## src/rtl/crosswalk_pkg.sv

```systemverilog
// ============================================================================
// Module   : crosswalk_pkg
// Purpose  : Shared state, signal-select constants and helpers for the
//            pedestrian crossing controller.
// Revision : 1.0  initial release
// ============================================================================
`default_nettype none

package crosswalk_pkg;

  typedef enum logic [1:0] {
    DONT_WALK = 2'd0,
    REQUEST   = 2'd1,
    WALK      = 2'd2,
    CLEARANCE = 2'd3
  } state_e;

  localparam logic [1:0] HAND_OFF   = 2'b00;
  localparam logic [1:0] HAND_BLINK = 2'b01;
  localparam logic [1:0] HAND_SOLID = 2'b11;

  localparam logic PERSON_ON  = 1'b0;
  localparam logic PERSON_OFF = 1'b1;

  // A zero duration is meaningless for a phase, so it is promoted to one.
  function automatic int unsigned at_least_one(input int unsigned v);
    return (v == 0) ? 1 : v;
  endfunction

endpackage

`default_nettype wire

```

## src/rtl/crosswalk_timer.sv

```systemverilog
// ============================================================================
// Module   : crosswalk_timer
// Purpose  : Loadable tick-gated down-counter; expire_o marks the tick that
//            takes the count from one to zero.
// Revision : 1.0  initial release
// ============================================================================
`default_nettype none

module crosswalk_timer #(
  parameter int unsigned CW        = 4,
  parameter int unsigned RESET_VAL = 1
) (
  input  logic          clk,
  input  logic          reset_n,
  input  logic          tick_i,
  input  logic          load_i,
  input  logic [CW-1:0] load_val_i,
  output logic [CW-1:0] count_o,
  output logic          expire_o
);

  logic [CW-1:0] count_q;
  logic [CW-1:0] count_d;

  always_comb begin
    count_d = count_q;
    if (load_i) begin
      count_d = load_val_i;
    end else if (tick_i && (count_q != '0)) begin
      count_d = count_q - 1'b1;
    end
  end

  always_ff @(posedge clk) begin
    if (!reset_n) begin
      count_q <= CW'(RESET_VAL);
    end else begin
      count_q <= count_d;
    end
  end

  assign count_o  = count_q;
  assign expire_o = tick_i && (count_q == CW'(1));

endmodule

`default_nettype wire

```

## src/rtl/crosswalk_controller.sv

```systemverilog
// ============================================================================
// Module   : crosswalk_controller
// Purpose  : Pedestrian crossing sequencer: request latch, vehicle grant
//            handshake, walk/clearance/don't-walk timing and hand blink.
//            Optional feature macro: CROSSWALK_COUNTDOWN_EN (adds countdown).
// Revision : 1.0  initial release
// ============================================================================
`default_nettype none

module crosswalk_controller
  import crosswalk_pkg::*;
#(
  parameter int unsigned WALK_TICKS          = 7,
  parameter int unsigned CLEAR_TICKS         = 10,
  parameter int unsigned MIN_DONT_WALK_TICKS = 5,
  parameter int unsigned BLINK_HALF_CYCLES   = 25000000
) (
  input  logic       clk,
  input  logic       reset_n,
  input  logic       tick,
  input  logic       button,
  input  logic       vehStopped,
  output logic       walkReq,
  output logic [1:0] fsmHandControl,
  output logic       fsmPersonControl,
  output logic       blink
`ifdef CROSSWALK_COUNTDOWN_EN
  ,
  output logic [5:0] countdown
`endif
);

  localparam int unsigned WALK_T  = at_least_one(WALK_TICKS);
  localparam int unsigned CLEAR_T = at_least_one(CLEAR_TICKS);
  localparam int unsigned MIN_T   = at_least_one(MIN_DONT_WALK_TICKS);
  localparam int unsigned HALF    = at_least_one(BLINK_HALF_CYCLES);
  localparam int unsigned MAX_T   = (WALK_T > CLEAR_T) ?
                                    ((WALK_T > MIN_T) ? WALK_T : MIN_T) :
                                    ((CLEAR_T > MIN_T) ? CLEAR_T : MIN_T);
  localparam int unsigned CW      = $clog2(MAX_T + 1);
  localparam int unsigned BW      = (HALF > 1) ? $clog2(HALF) : 1;

  state_e          state_q, state_d;
  logic            req_q, req_d;
  logic            blink_q, blink_d;
  logic [BW-1:0]   bcnt_q, bcnt_d;
  logic            t_load;
  logic [CW-1:0]   t_load_val;
  logic [CW-1:0]   t_count;
  logic            t_expire;
  logic            t_done;

  crosswalk_timer #(
    .CW        (CW),
    .RESET_VAL (MIN_T)
  ) u_timer (
    .clk        (clk),
    .reset_n    (reset_n),
    .tick_i     (tick),
    .load_i     (t_load),
    .load_val_i (t_load_val),
    .count_o    (t_count),
    .expire_o   (t_expire)
  );

  // Once the don't-walk dwell has run out it stays satisfied until reloaded.
  assign t_done = (t_count == '0);

  always_comb begin
    state_d = state_q;
    unique case (state_q)
      DONT_WALK: if ((t_expire || t_done) && req_q) state_d = REQUEST;
      REQUEST:   if (vehStopped) state_d = WALK;
      WALK:      if (!vehStopped || t_expire) state_d = CLEARANCE;
      CLEARANCE: if (t_expire) state_d = DONT_WALK;
      default:   state_d = DONT_WALK;
    endcase

    t_load     = (state_d != state_q);
    t_load_val = CW'(MIN_T);
    if (state_d == WALK) begin
      t_load_val = CW'(WALK_T);
    end else if (state_d == CLEARANCE) begin
      t_load_val = CW'(CLEAR_T);
    end

    req_d = req_q;
    if ((state_d == WALK) && (state_q != WALK)) begin
      req_d = 1'b0;
    end else if (button && (state_q != WALK)) begin
      req_d = 1'b1;
    end

    blink_d = 1'b0;
    bcnt_d  = '0;
    if (state_d == CLEARANCE) begin
      if (state_q != CLEARANCE) begin
        blink_d = 1'b1;
      end else if (bcnt_q == BW'(HALF - 1)) begin
        blink_d = ~blink_q;
      end else begin
        blink_d = blink_q;
        bcnt_d  = bcnt_q + 1'b1;
      end
    end
  end

  always_ff @(posedge clk) begin
    if (!reset_n) begin
      state_q <= DONT_WALK;
      req_q   <= 1'b0;
      blink_q <= 1'b0;
      bcnt_q  <= '0;
    end else begin
      state_q <= state_d;
      req_q   <= req_d;
      blink_q <= blink_d;
      bcnt_q  <= bcnt_d;
    end
  end

  assign walkReq          = (state_q == REQUEST);
  assign fsmHandControl   = (state_q == WALK)      ? HAND_OFF   :
                            (state_q == CLEARANCE) ? HAND_BLINK : HAND_SOLID;
  assign fsmPersonControl = (state_q == WALK) ? PERSON_ON : PERSON_OFF;
  assign blink            = blink_q;

`ifdef CROSSWALK_COUNTDOWN_EN
  logic [31:0] w_count32;
  assign w_count32 = 32'(t_count);
  assign countdown = (state_q != CLEARANCE) ? 6'd0 :
                     (w_count32 > 32'd63)   ? 6'd63 : w_count32[5:0];
`endif

endmodule

`default_nettype wire

```

## config.mk

```make
export PLATFORM = sky130hd
export DESIGN_NAME = crosswalk_controller
export DESIGN_NICKNAME = d
export VERILOG_FILES = /design/src/rtl/crosswalk_pkg.sv /design/src/rtl/crosswalk_timer.sv /design/src/rtl/crosswalk_controller.sv
export SDC_FILE = /design/constraint.sdc
export NUM_CORES = 1
export LEC_CHECK = 0
export CAP_MARGIN = 20
export CORE_AREA = 2 2 61 63
export CTS_BUF_LIST = sky130_fd_sc_hd__clkbuf_4 sky130_fd_sc_hd__clkbuf_8
export CTS_CLUSTER_DIAMETER = 100
export DETAILED_ROUTE_END_ITERATION = 8
export DIE_AREA = 0 0 63 65
export HOLD_SLACK_MARGIN = 0.1
export PLACE_DENSITY_LB_ADDON = 0.2
export SYNTH_ARGS = -nofsm -noshare
export SYNTH_HDL_FRONTEND = slang
export SYNTH_SLANG_ARGS = --single-unit
```

## constraint.sdc

```tcl
create_clock -name clk -period 4.8 [get_ports clk]
set_clock_uncertainty 0.1 [all_clocks]
set_input_delay 0.96 -clock clk [delete_from_list [all_inputs] [get_ports clk]]
set_output_delay 0.96 -clock clk [all_outputs]
set_load 0.02 [all_outputs]
```

==> run summary, run 1 <==
The final instance count without filler cells is 256. The number of core rows is 22. After synthesis, the share of cell area in mux cells is 0.0183. The horizontal die dimension came out at 63 um. Summed over all nets, the half-perimeter wirelength after detailed placement is around 2400 um. The remaining routing DRC violations is 0. The clock group share of total power is 0.296.

In this run the worst hold path is classified as reg -> reg. The final RePlAce weighted congestion came out at ~0.8. The layout overhead on the synthesized area is 8.70%. Of all nets on the critical path, the largest fanout is 14. The startpoint kind of the worst setup timing path is a flip-flop.

Dividing the final minimum period by the clock period gives 0.595. The number of sinks handled by clock tree synthesis is 33. By area, the combinational part of the netlist is dominated by simple AND/OR/NAND/NOR gates. The clock period could shrink to approximately 2900 ps. The floorplan core area came out at 3500 um^2.

The switching fraction of total power came out at 0.263. The initial antenna violation count was 0. Port buffering added 9 buffers. The leading area contributor after synthesis is sky130_fd_sc_hd__dfxtp_1. The longest clock path from root to sink contains 2 buffers. The logic gate share of total power is 0.154. For this block, the initial DRC count from the detailed router was 118.

Setup repair after global routing left no endpoint under its margin. Of the total synthesized cell area, the portion taken by AND, OR, NAND and NOR gates is 0.304. The die outline area came out at 4100 um^2.

The share of the Yosys chip area taken by registers is 0.386. The switching power total is 0.000143 W. For this run, the leading register cell type out of synthesis is sky130_fd_sc_hd__dfxtp_1. The pin count of the biggest net entering global routing is 26. The data required time at the worst endpoint came out at 3740 ps. The remaining number of nets flagged by the antenna check after routing is 0. Measured against its own limit, the worst slew margin works out to 0.417. TritonCTS built the clock tree. The number of antenna repair diodes is 0. The global router's overall resource usage came out at 0.186. The critical path start-end classification is reg -> out. The number of global-route vias before repair was 1412. The total of fill cells in the finished design came out at 337.

From bottom edge to top edge, the die measures between 60 and 70 um. The CTS buffer count came out at 5. The cell count after synthesis came out at about 200. The later pin in the worst-skew pair is clocked with a latency of 330 ps. The top achievable clock speed came out at 350 MHz. Data arrives at the worst endpoint at 1800 ps.

In this run the static leakage power is 0.601 nW. The adder-cell share of the synthesized area is 0.0292. The via count is about 1400. The netlist uses 43 different library cells. Of the total synthesized cell area, the portion taken by XOR and XNOR cells is 0.128. In the final routed layout, each cell accounts on average for 12.8 um. The mapped cell area is 1710 um^2.

The fraction of layout cells with a size suffix above 1 is 0.0673. The worst setup path is captured at an output pin. The post-cts hold buffer count is 0. The number of maximum-capacitance constraint violations is 0.

The sequential fraction of design power came out at 0.550. The cell count after placement is roughly 250. The fraction of the mapped netlist area in compound gates is 0.0819. The fraction of registers with async set or reset after synthesis came out at 0. The initial standard-cell utilization of the core is 0.490. The slew at the pin with the worst max-slew slack came out at 875 ps. The top-level I/O count came out at 10. At the end of the flow, the number of nets in the layout was 217. The first detailed-routing pass took 4 iterations. The flow ran to the end, and the final reports show no timing, DRC or antenna violations.

In the post-synthesis netlist, the biggest area contributors are sky130_fd_sc_hd__dfxtp_1, sky130_fd_sc_hd__xor2_1, sky130_fd_sc_hd__nor2_1, sky130_fd_sc_hd__nand3_1, sky130_fd_sc_hd__xnor2_1. The CTS H-tree depth is 2. The final number of hold-violating endpoints came out at 0. The sum of overflow across all layers after global routing came out at 0. The synthesized design contains 33 register bits. Setup violations remaining at the end of the flow were counted as 0.

The number of instances resized during post-cts repair is 0. The final wirelength came out at between 3000 and 4000 um. The post-CTS setup buffer count is 0. After detailed routing, the number of vias per cell comes to 5.40. After clock tree synthesis, the clock-pin slew on the worst setup and hold paths is 90 ps. The wire length of the first global-routing pass is 5980 um. The number of nets produced by synthesis came out at between 200 and 250. The number of enable-type register cells in the synthesized netlist came out at 0.

The internal power of the cells totals 0.000401 W. The clock tree root buffer cell is sky130_fd_sc_hd__clkbuf_4. The areal power density over the cells is roughly 300 nW/um^2. The largest vdd supply drop is 0.190 mV.

The number of pins with negative max-slew slack in the final report is 0. The summed negative setup slack over all endpoints came out at 0 ps. For this run, the number of Yosys warnings is 0. The share of synthesized area in the top cell type comes to 0.386. The per-instance average area after synthesis came out at 8.60 um^2.
-- per-stage QoR --
stage	hold WS, ps	utilization	setup slack, ps	total power, W	cell area [um^2]
3_3_place_gp	345	0.515	1800	0.000387	1800
6_report	380	0.532	1940	0.000545	1860
2_1_floorplan	329	-	2490	0.000367	1710
4_1_cts	385	0.532	1940	0.000554	1860
3_5_place_dp	368	0.515	1790	0.000391	1800
5_1_grt	411	0.532	1810	0.000577	1860
-- area by class of cell --
cell class              count  area [um^2]  area share
multi-input cells         151          961       0.516
flip-flops and latches     33          661       0.355
repair buffers              9         90.1      0.0484
well taps                  48         60.1      0.0323
clock buffers               7         58.8      0.0316
inverters                   8         30.0      0.0161
-- flip-flops by register name (all words and copies together), names as in the netlist --
name             cells
bcnt_q              25
blink                1
req_q                1
state_q              2
u_timer.count_o      4
-- power by group through the flow --
stage               registers, W  logic [W]  clock network (W)
floorplan               0.000300  0.0000666                  0
global placement        0.000305  0.0000815                  0
detailed placement      0.000307  0.0000840                  0
CTS                     0.000300  0.0000847           0.000170
global route            0.000302  0.0000950           0.000180
finish                  0.000300  0.0000838           0.000161
-- cell families (layout without fill, tap and decap cells) --
logic type,count (synthesis),after routing
compound gates,20,20
xor+xnor,25,25
fa+ha+maj,4,4
buf+inv,15,24
flops,33,33
mux,3,3
simple gates,99,99
-- routing by layer --
metal	track usage	part of all wire	vias to the layer above
met2	0.328	0.51	31
met4	0.133	0.029	0
met3	0.0399	0.043	10
met5	0	0	-
li1	-	-	705
met1	0.196	0.42	637
-- cell usage in the layout, fill, tap and decap left out, types with 6 or more instances in the layout --
master	n
sky130_fd_sc_hd__nand4_1	8
sky130_fd_sc_hd__nor2_1	35
sky130_fd_sc_hd__inv_1	8
sky130_fd_sc_hd__clkbuf_4	6
sky130_fd_sc_hd__nand3_1	16
sky130_fd_sc_hd__a21oi_1	6
sky130_fd_sc_hd__dfxtp_1	33
sky130_fd_sc_hd__xor2_1	17
sky130_fd_sc_hd__clkdlybuf4s50_1	9
sky130_fd_sc_hd__xnor2_1	8
sky130_fd_sc_hd__nand2_1	13
-- critical path, cell delays in order (launching register included) --
cell,delay (ps)
sky130_fd_sc_hd__dfxtp_1,570
sky130_fd_sc_hd__nor2b_1,260
sky130_fd_sc_hd__clkdlybuf4s50_1,640
-- synth_stat cells, types with 2 or more instances --
| master | instances |
|---|---|
| sky130_fd_sc_hd__and3_1 | 4 |
| sky130_fd_sc_hd__a21oi_1 | 6 |
| sky130_fd_sc_hd__dfxtp_1 | 33 |
| sky130_fd_sc_hd__nand2b_1 | 5 |
| sky130_fd_sc_hd__nor3_1 | 2 |
| sky130_fd_sc_hd__inv_1 | 8 |
| sky130_fd_sc_hd__xnor2_1 | 8 |
| sky130_fd_sc_hd__a21boi_0 | 2 |
| sky130_fd_sc_hd__nand4_1 | 8 |
| sky130_fd_sc_hd__nor2_1 | 35 |
| sky130_fd_sc_hd__ha_1 | 4 |
| sky130_fd_sc_hd__nor2b_1 | 2 |
| sky130_fd_sc_hd__mux2i_1 | 2 |
| sky130_fd_sc_hd__nand3_1 | 16 |
| sky130_fd_sc_hd__clkbuf_1 | 3 |
| sky130_fd_sc_hd__xor2_1 | 17 |
| sky130_fd_sc_hd__nand2_1 | 13 |
| sky130_fd_sc_hd__buf_8 | 2 |
| sky130_fd_sc_hd__o21a_1 | 2 |
| sky130_fd_sc_hd__or3_1 | 2 |
| sky130_fd_sc_hd__o21ai_0 | 2 |
| sky130_fd_sc_hd__o211ai_1 | 2 |
-- final timing paths --
| check | start | end | slack, ps | depth (start not counted) |
|---|---|---|---|---|
| max | state_q[0]$_SDFF_PN0_ | walkReq | 1940 | 2 |
| min | bcnt_q[0]$_SDFF_PP0_ | bcnt_q[0]$_SDFF_PP0_ | 380 | 1 |
| max reg2reg | bcnt_q[8]$_SDFF_PP0_ | bcnt_q[9]$_SDFF_PP0_ | 2430 | 5 |
| min reg2reg | bcnt_q[0]$_SDFF_PP0_ | bcnt_q[0]$_SDFF_PP0_ | 380 | 1 |
No activity file was read; power rests on OpenSTA's default activity.
==> run 2: changes to the inputs <==
==> constraint.sdc (replaced) <==
create_clock -name clk -period 2.33 [get_ports clk]
set_clock_uncertainty 0.1 [all_clocks]
set_input_delay 0.466 -clock clk [delete_from_list [all_inputs] [get_ports clk]]
set_output_delay 0.466 -clock clk [all_outputs]
set_load 0.02 [all_outputs]
==> run summary, run 2 (synthesis gave the netlist of run 1 again) <==
The flow ran to the end, and the final reports show no timing, DRC or antenna violations. The remaining number of nets flagged by the antenna check after routing was 0 (unchanged). The number of pins with negative max-slew slack in the final report came out at 0 (unchanged).

The fraction of layout cells with a size suffix above 1 came to 0.0981 (+0.0308). In the finished design, the share of the clock period the worst path needs comes to 0.940. STA classifies the critical path endpoint as an output pin. The number of search-and-repair iterations in the first detailed-routing pass was 4 (unchanged). The wire length of the first global-routing pass was 6010 um (+0.57%). The post-CTS setup buffer count came out at 0 (unchanged). The insertion delay to the later sink of the worst-skew pair came out at 350 ps (+20 ps). Setup repair after global routing left no endpoint under its margin. The largest vdd supply drop is 0.355 mV (+86%). The static leakage power is 0.652 nW (+8.4%). The number of maximum-capacitance constraint violations is 0 (unchanged).

The number of antenna repair diodes is 0 (unchanged). The final RePlAce weighted congestion came out at 0.910 (+14%). The worst hold margin is 375 ps (-4.96 ps). The final cell utilization of the core is 0.547 (+0.0143).

The flip-flop count of the largest register, all copies and words added is 25 (unchanged). Leaving out fill and tap cells, the most frequent cell in the layout is sky130_fd_sc_hd__nor2_1. The library cells used most frequently in the layout, excluding fill and tap cells, are sky130_fd_sc_hd__nor2_1, sky130_fd_sc_hd__dfxtp_1, sky130_fd_sc_hd__xor2_1.

The worst max-slew margin expressed relative to the limit is 0.622 (+0.205). The highest fanout seen on the critical path came out at 14 (unchanged). The data arrival at the endpoint of the critical path is 1620 ps (-180 ps). The path class of the lowest-slack min-delay path is reg -> reg.

The remaining routing DRC violations is 0 (unchanged). The CTS tree is done. The areal power density over the cells is 584 nW/um^2 (+99%). The top achievable clock speed is 457 MHz. The footprint of the flip-flops and latches is 662 um^2 (+0.19%). The number of sinks handled by clock tree synthesis is 33 (unchanged). The clock transition at the register clock pins on the worst setup and hold paths after CTS is 110 ps (+20 ps). The die outline area is 4100 um^2 (unchanged). The data required time at the worst endpoint came out at 1760 ps (-1980 ps).

The post-route total power came out at 0.00111 W (+100%). The number of core rows is 22 (unchanged). STA classifies the critical path startpoint as a flip-flop. The buffer depth of the longest clock path is 2 (unchanged). The top-level I/O count came to 10 (unchanged). The pin count of the biggest net entering global routing is 26 (unchanged). The CTS buffer count is 5 (unchanged). The via count is 1395 (+0.87%). The final critical-path required period is between 2000 and 2500 ps. The area occupied by multi-input gates is 961 um^2 (unchanged).

Counting flops per register, the top entry is bcnt_q. The setup violation total in the final timing report is 0 (unchanged). The total of fill cells in the finished design came out at 349 (+3.6%).

The sum of overflow across all layers after global routing is 0 (unchanged). The number of nets in the final layout is 222 (+2.3%). The initial antenna violation count came out at 0 (unchanged). The initial standard-cell utilization of the core is 0.490 (unchanged).

The final routed wire length divided by cell count is 13.2 um (+2.6%). The slew at the pin with the worst max-slew slack is 562 ps (-313 ps). The layout overhead on the synthesized area is 11.6%. The final HPWL from detailed placement is 2440 um (+1.9%). The clock tree root buffer cell is sky130_fd_sc_hd__clkbuf_4. The via density per instance came out at 5.32 (-1.4%). By startpoint and endpoint, the worst setup path is classified as reg -> out.

The CTS H-tree depth came out at 2 (unchanged). The final number of hold-violating endpoints is 0 (unchanged). The horizontal die dimension came out at 63 um (unchanged).

The floorplan core area came to 3500 um^2 (unchanged). The final wirelength was 3450 um (+5.1%). The die boundary height is 65 um (unchanged). The number of global-route vias before repair is 1405 (-0.50%). The initial detailed-routing violation count came out at 48 (-59%). The number of port buffers is 9 (unchanged).

The global router's overall resource usage was 0.188 (+0.00179).
run 2: cell count changes in the layout (fill, tap and decap cells not counted), sizes merged:
cell / previous run / this run
clkinv: 0 / 2
clkdlybuf4s50: 9 / 8
buf: 0 / 5
dlymetal6s2s: 0 / 1
clkbuf: 7 / 6
run 2: worst paths after layout:
path / startpoint / endpoint / slack [ps] / depth (start not counted)
max: state_q[0]$_SDFF_PN0_ / fsmPersonControl / 140 / 2
min: bcnt_q[0]$_SDFF_PP0_ / bcnt_q[0]$_SDFF_PP0_ / 370 / 1
max reg2reg: u_timer.count_o[1]$_SDFFE_PN0P_ / u_timer.count_o[3]$_SDFFE_PN0P_ / 220 / 7
min reg2reg: bcnt_q[0]$_SDFF_PP0_ / bcnt_q[0]$_SDFF_PP0_ / 370 / 1
run 2: metal layers:
layer  wire, um  share of wire  vias up  global-route usage
met5          0              0        -                   0
met4         94          0.027        0              0.0917
met3        138          0.040        7              0.0538
met2       1670           0.48       26               0.334
met1       1540           0.45      650               0.205
li1           -              -      712                   -
run 2: where the power goes:
| part | internal (W) | total (W) | leakage (nW) | switching [W] |
|---|---|---|---|---|
| Sequential | 0.000586 | 0.000619 | 0.267 | 0.0000322 |
| Combinational | 0.0000908 | 0.000178 | 0.349 | 0.0000869 |
| Clock | 0.000126 | 0.000319 | 0.0354 | 0.000192 |
| Total | 0.000804 | 0.00111 | 0.652 | 0.000311 |
run 2: stage by stage:
stage | instance area, um^2 | std cells | setup WS [ps] | setup TNS (ps)
2_1_floorplan | 1710 | 199 | 404 | 0
3_3_place_gp | 1850 | 254 | -49.7 | -49.7
3_5_place_dp | 1850 | 254 | -84.4 | -84.4
4_1_cts | 1910 | 262 | 49.2 | 0
5_1_grt | 1910 | 262 | 62.9 | 0
6_report | 1910 | 262 | 140 | 0
run 2: repair_timing:
action                                  in CTS  in global routing
endpoints found under the setup margin       2                  1
resized for setup                            1                  1
hold buffers                                 0                  0
run 2: area by class of cell:
cell class,count,area share
Clock buffer,6,0.0236
Clock inverter,2,0.00524
Inverter,8,0.0157
Multi-Input combinational cell,151,0.503
Sequential cell,33,0.346
Tap cell,48,0.0314
Timing Repair Buffer,14,0.0747
run 2: critical path, stage by stage, from the launching register on:
cell                              delay, ps
sky130_fd_sc_hd__dfxtp_2                470
sky130_fd_sc_hd__nand2b_1               190
sky130_fd_sc_hd__clkdlybuf4s50_1        620
==> run 3: changes to the inputs <==
--- a/config.mk
+++ b/config.mk
@@ -6,13 +6,15 @@
 export NUM_CORES = 1
 export LEC_CHECK = 0
 export CAP_MARGIN = 20
-export CORE_AREA = 2 2 61 63
+export CORE_AREA = 2 2 59 61
 export CTS_BUF_LIST = sky130_fd_sc_hd__clkbuf_4 sky130_fd_sc_hd__clkbuf_8
 export CTS_CLUSTER_DIAMETER = 100
 export DETAILED_ROUTE_END_ITERATION = 8
-export DIE_AREA = 0 0 63 65
+export DIE_AREA = 0 0 61 63
+export GPL_TIMING_DRIVEN = 0
 export HOLD_SLACK_MARGIN = 0.1
 export PLACE_DENSITY_LB_ADDON = 0.2
 export SYNTH_ARGS = -nofsm -noshare
 export SYNTH_HDL_FRONTEND = slang
+export SYNTH_HIERARCHICAL = 1
 export SYNTH_SLANG_ARGS = --single-unit
==> run summary, run 3 <==
The slew at the pin with the worst max-slew slack is 381 ps (-182 ps). The static leakage power is 0.642 nW (-1.5%). The horizontal die dimension came out at 61 um (-3.2%). The pin count of the biggest net entering global routing is 11 (-58%).

The clock transition at the register clock pins on the worst setup and hold paths after CTS came out at 100 ps (about the same). The largest vdd supply drop is 0.369 mV (+3.9%). The final cell utilization of the core came to 0.596 (+0.0493). The cell count after synthesis came out at 202 (+1.5%). The die boundary height is 63 um (-3.1%).

The worst max-slew margin expressed relative to the limit is 0.743 (+0.121). The launch point of the worst path is state_q[1]$_SDFF_PN0_. The global router's overall resource usage was 0.207 (+0.0189). By startpoint and endpoint, the worst setup path is classified as reg -> out.

The data arrival at the endpoint of the critical path came out at 1660 ps (+40 ps). STA classifies the critical path startpoint as a flip-flop. The summed negative setup slack over all endpoints is 0 ps (unchanged). The category of cells accounting for the largest share of critical-path delay is buffers and inverters. The initial detailed-routing violation count came to 70 (+46%). The number of cells on the worst hold path is 1 (unchanged). The insertion delay to the later sink of the worst-skew pair is 330 ps (-20 ps).

The number of warnings printed during yosys synthesis came out at 6 (+6). The remaining number of nets flagged by the antenna check after routing is 0 (unchanged). Summed over all instances, the cell type with the most area after synthesis is sky130_fd_sc_hd__dfxtp_1. The worst hold path terminates at bcnt_q[0]$_SDFF_PP0_. The setup violation total in the final timing report came out at 0 (unchanged). The data required time at the worst endpoint is 1760 ps (about the same). The number of global-route vias before repair was 1413 (+0.57%). The CTS tree is done.

The final routed wire length divided by cell count came out at 13.5 um (+2.8%). The number of search-and-repair iterations in the first detailed-routing pass is 4 (unchanged). The wire length of the first global-routing pass is 6040 um (+0.58%). The fraction of layout cells with a size suffix above 1 is 0.128 (+0.0303). The final critical-path required period was 2230 ps (+39.1 ps).

The floorplan core area is 3230 um^2 (-7.6%). The destination of the worst register-to-register timing path is u_timer/count_o[0]$_SDFFE_PN1P_. The CTS H-tree depth is 2 (unchanged). The per-instance average area after synthesis came out at 8.43 um^2 (-2.0%). The library cell used most frequently in the layout, excluding fill and tap cells, is sky130_fd_sc_hd__dfxtp_1. Relative to the synthesized area, the layout overhead comes to 13.1%. The root buffer cell chosen for the clock tree is sky130_fd_sc_hd__clkbuf_4. The fraction of registers with async set or reset after synthesis came out at 0 (unchanged).

The delay contributed by the slowest stage of the critical path was 520 ps (-100 ps). The number of enable-type register cells in the synthesized netlist was 0 (unchanged). The worst hold path belongs to the class reg -> reg. The proportion of synthesized chip area in sequential cells is 0.388 (+0.00199).

The worst-case setup slack after placement came out at -893 ps (-808 ps). The number of port buffers is 9 (unchanged). In the synthesized netlist the dominant register cell turns out to be sky130_fd_sc_hd__dfxtp_1. The top-level I/O count is 10 (unchanged). The portion of the clock cycle consumed by the worst path in the final layout is 0.957 (+0.0168).

The final HPWL from detailed placement is 2630 um (+7.7%). The most instantiated library cell after synthesis is sky130_fd_sc_hd__dfxtp_1. The worst hold margin is 381 ps (+6.28 ps). The number of antenna repair diodes came out at 0 (unchanged). The area share of the largest cell type after synthesis was 0.388 (+0.00199). The worst register-to-register path begins at u_timer/count_o[3]$_SDFFE_PN0P_. The number of maximum-capacitance constraint violations was 0 (unchanged).

The final wirelength came to 3570 um (+3.5%). The final RePlAce weighted congestion was 0.811 (-11%). The number of nets in the final layout is 225 (+1.4%). The kind of end point of the critical path is an output pin. The commonest cells after synthesis are sky130_fd_sc_hd__dfxtp_1, sky130_fd_sc_hd__a21oi_1, sky130_fd_sc_hd__nor2_1. The buffer depth of the longest clock path is 2 (unchanged). The number of sinks handled by clock tree synthesis is 33 (unchanged).

The CTS buffer count is 5 (unchanged). The die outline area came to 3840 um^2 (-6.2%). The remaining routing DRC violations came out at 0 (unchanged).

The setup slack of the worst register-to-register path came out at 190 ps (-30 ps). The mapped cell area was 1700 um^2 (-0.51%). The number of nets produced by synthesis came out at 210 (+0.96%). The count of cell types in the netlist came out at 47 (+9.3%). The via count came out at 1546 (+11%).

The startpoint of the lowest-slack hold path is bcnt_q[0]$_SDFF_PP0_. The critical-path cell with the highest stage delay is sky130_fd_sc_hd__clkdlybuf4s50_1. The largest register by flop count is bcnt_q. The cell depth of the worst flop-to-flop path was 8 (+1).

The post-cts hold buffer count came out at 0 (unchanged). The post-layout worst setup margin is 101 ps (-39.1 ps). The flow ran to the end, and the final reports show no timing, DRC or antenna violations. The synthesized flop and latch total came to 33 (unchanged).

Leaving out fill and tap cells, the most frequent cells in the layout are sky130_fd_sc_hd__dfxtp_1, sky130_fd_sc_hd__a21oi_1, sky130_fd_sc_hd__nor2_1. The sum of overflow across all layers after global routing came out at 0 (unchanged). The initial standard-cell utilization of the core is 0.527 (+0.0373). The initial antenna violation count came out at 0 (unchanged). Sorting the synthesized cells by area gives the leading types as sky130_fd_sc_hd__dfxtp_1, sky130_fd_sc_hd__a21oi_1, sky130_fd_sc_hd__xor2_1, sky130_fd_sc_hd__nor2_1, sky130_fd_sc_hd__nand3_1.

The post-route total power came out at 0.00100 W (-9.9%). The flip-flop count of the largest register, all copies and words added came out at 25 (unchanged). The critical path goes through nand2b_1 -> buf_4 -> clkdlybuf4s50_1. The count of buffering cells on the critical path with inverters included is 2 (+1).

The number of core rows came out at 21 (-4.5%). The number of pins with negative max-slew slack in the final report came out at 0 (unchanged). The highest fanout seen on the critical path is 10 (-4).

The via density per instance came out at 5.86 (+10%). The top achievable clock speed came out at 449 MHz (-1.8%). The areal power density over the cells is 522 nW/um^2 (-11%). The final number of hold-violating endpoints came out at 0 (unchanged).

Setup repair after global routing left no endpoint under its margin.
## run 3: routing by layer
| layer | share of wire | track usage | up-vias |
|---|---|---|---|
| li1 | - | - | 774 |
| met1 | 0.43 | 0.249 | 729 |
| met2 | 0.51 | 0.339 | 39 |
| met3 | 0.050 | 0.0683 | 4 |
| met4 | 0.0081 | 0.0679 | 0 |
| met5 | 0 | 0 | - |
## run 3: what timing repair did
| item | in CTS | in global routing |
|---|---|---|
| buffers inserted | 1 | 0 |
| endpoints found under the setup margin | 28 | 5 |
| hold endpoints to repair | 0 | 0 |
| gates resized for setup | 2 | 3 |
| pin swaps | 0 | 0 |
## run 3: worst max-delay path by stage
stage	end	slack, ps	depth (start not counted)
final	fsmHandControl[0]	100	3
after global routing	fsmHandControl[0]	10	3
after CTS	fsmHandControl[0]	20	3
after detailed placement	u_timer/count_o[0]$_SDFFE_PN1P_	-890	10
after global placement	u_timer/count_o[0]$_SDFFE_PN1P_	-760	10
after floorplan	u_timer/count_o[0]$_SDFFE_PN1P_	60	11
## run 3: logic make-up after synthesis
family,synth area share
simple gates,0.306
buf+inv,0.0580
mux,0.00588
flops,0.388
fa+ha+maj,0.0220
xor+xnor,0.0514
compound gates,0.168
## run 3: metrics by stage
stage / instances / instance area, um^2
after global routing: 264 / 1930
after floorplan: 202 / 1700
after CTS: 264 / 1920
after detailed placement: 257 / 1850
final: 264 / 1930
after global placement: 257 / 1850
## run 3: area by class of cell
type	instances	area, um^2
Buffer	8	51.3
Clock inverter	2	10.0
Timing Repair Buffer	10	100
Multi-Input combinational cell	148	958
Sequential cell	33	662
Clock buffer	6	45.0
Inverter	11	41.3
Fill cell	313	1310
Tap cell	46	57.6
## run 3: power by group
group          internal (W)  switching (W)  total [W]
Clock              0.000126       0.000190   0.000317
Combinational     0.0000462      0.0000460  0.0000922
Sequential         0.000577      0.0000188   0.000595
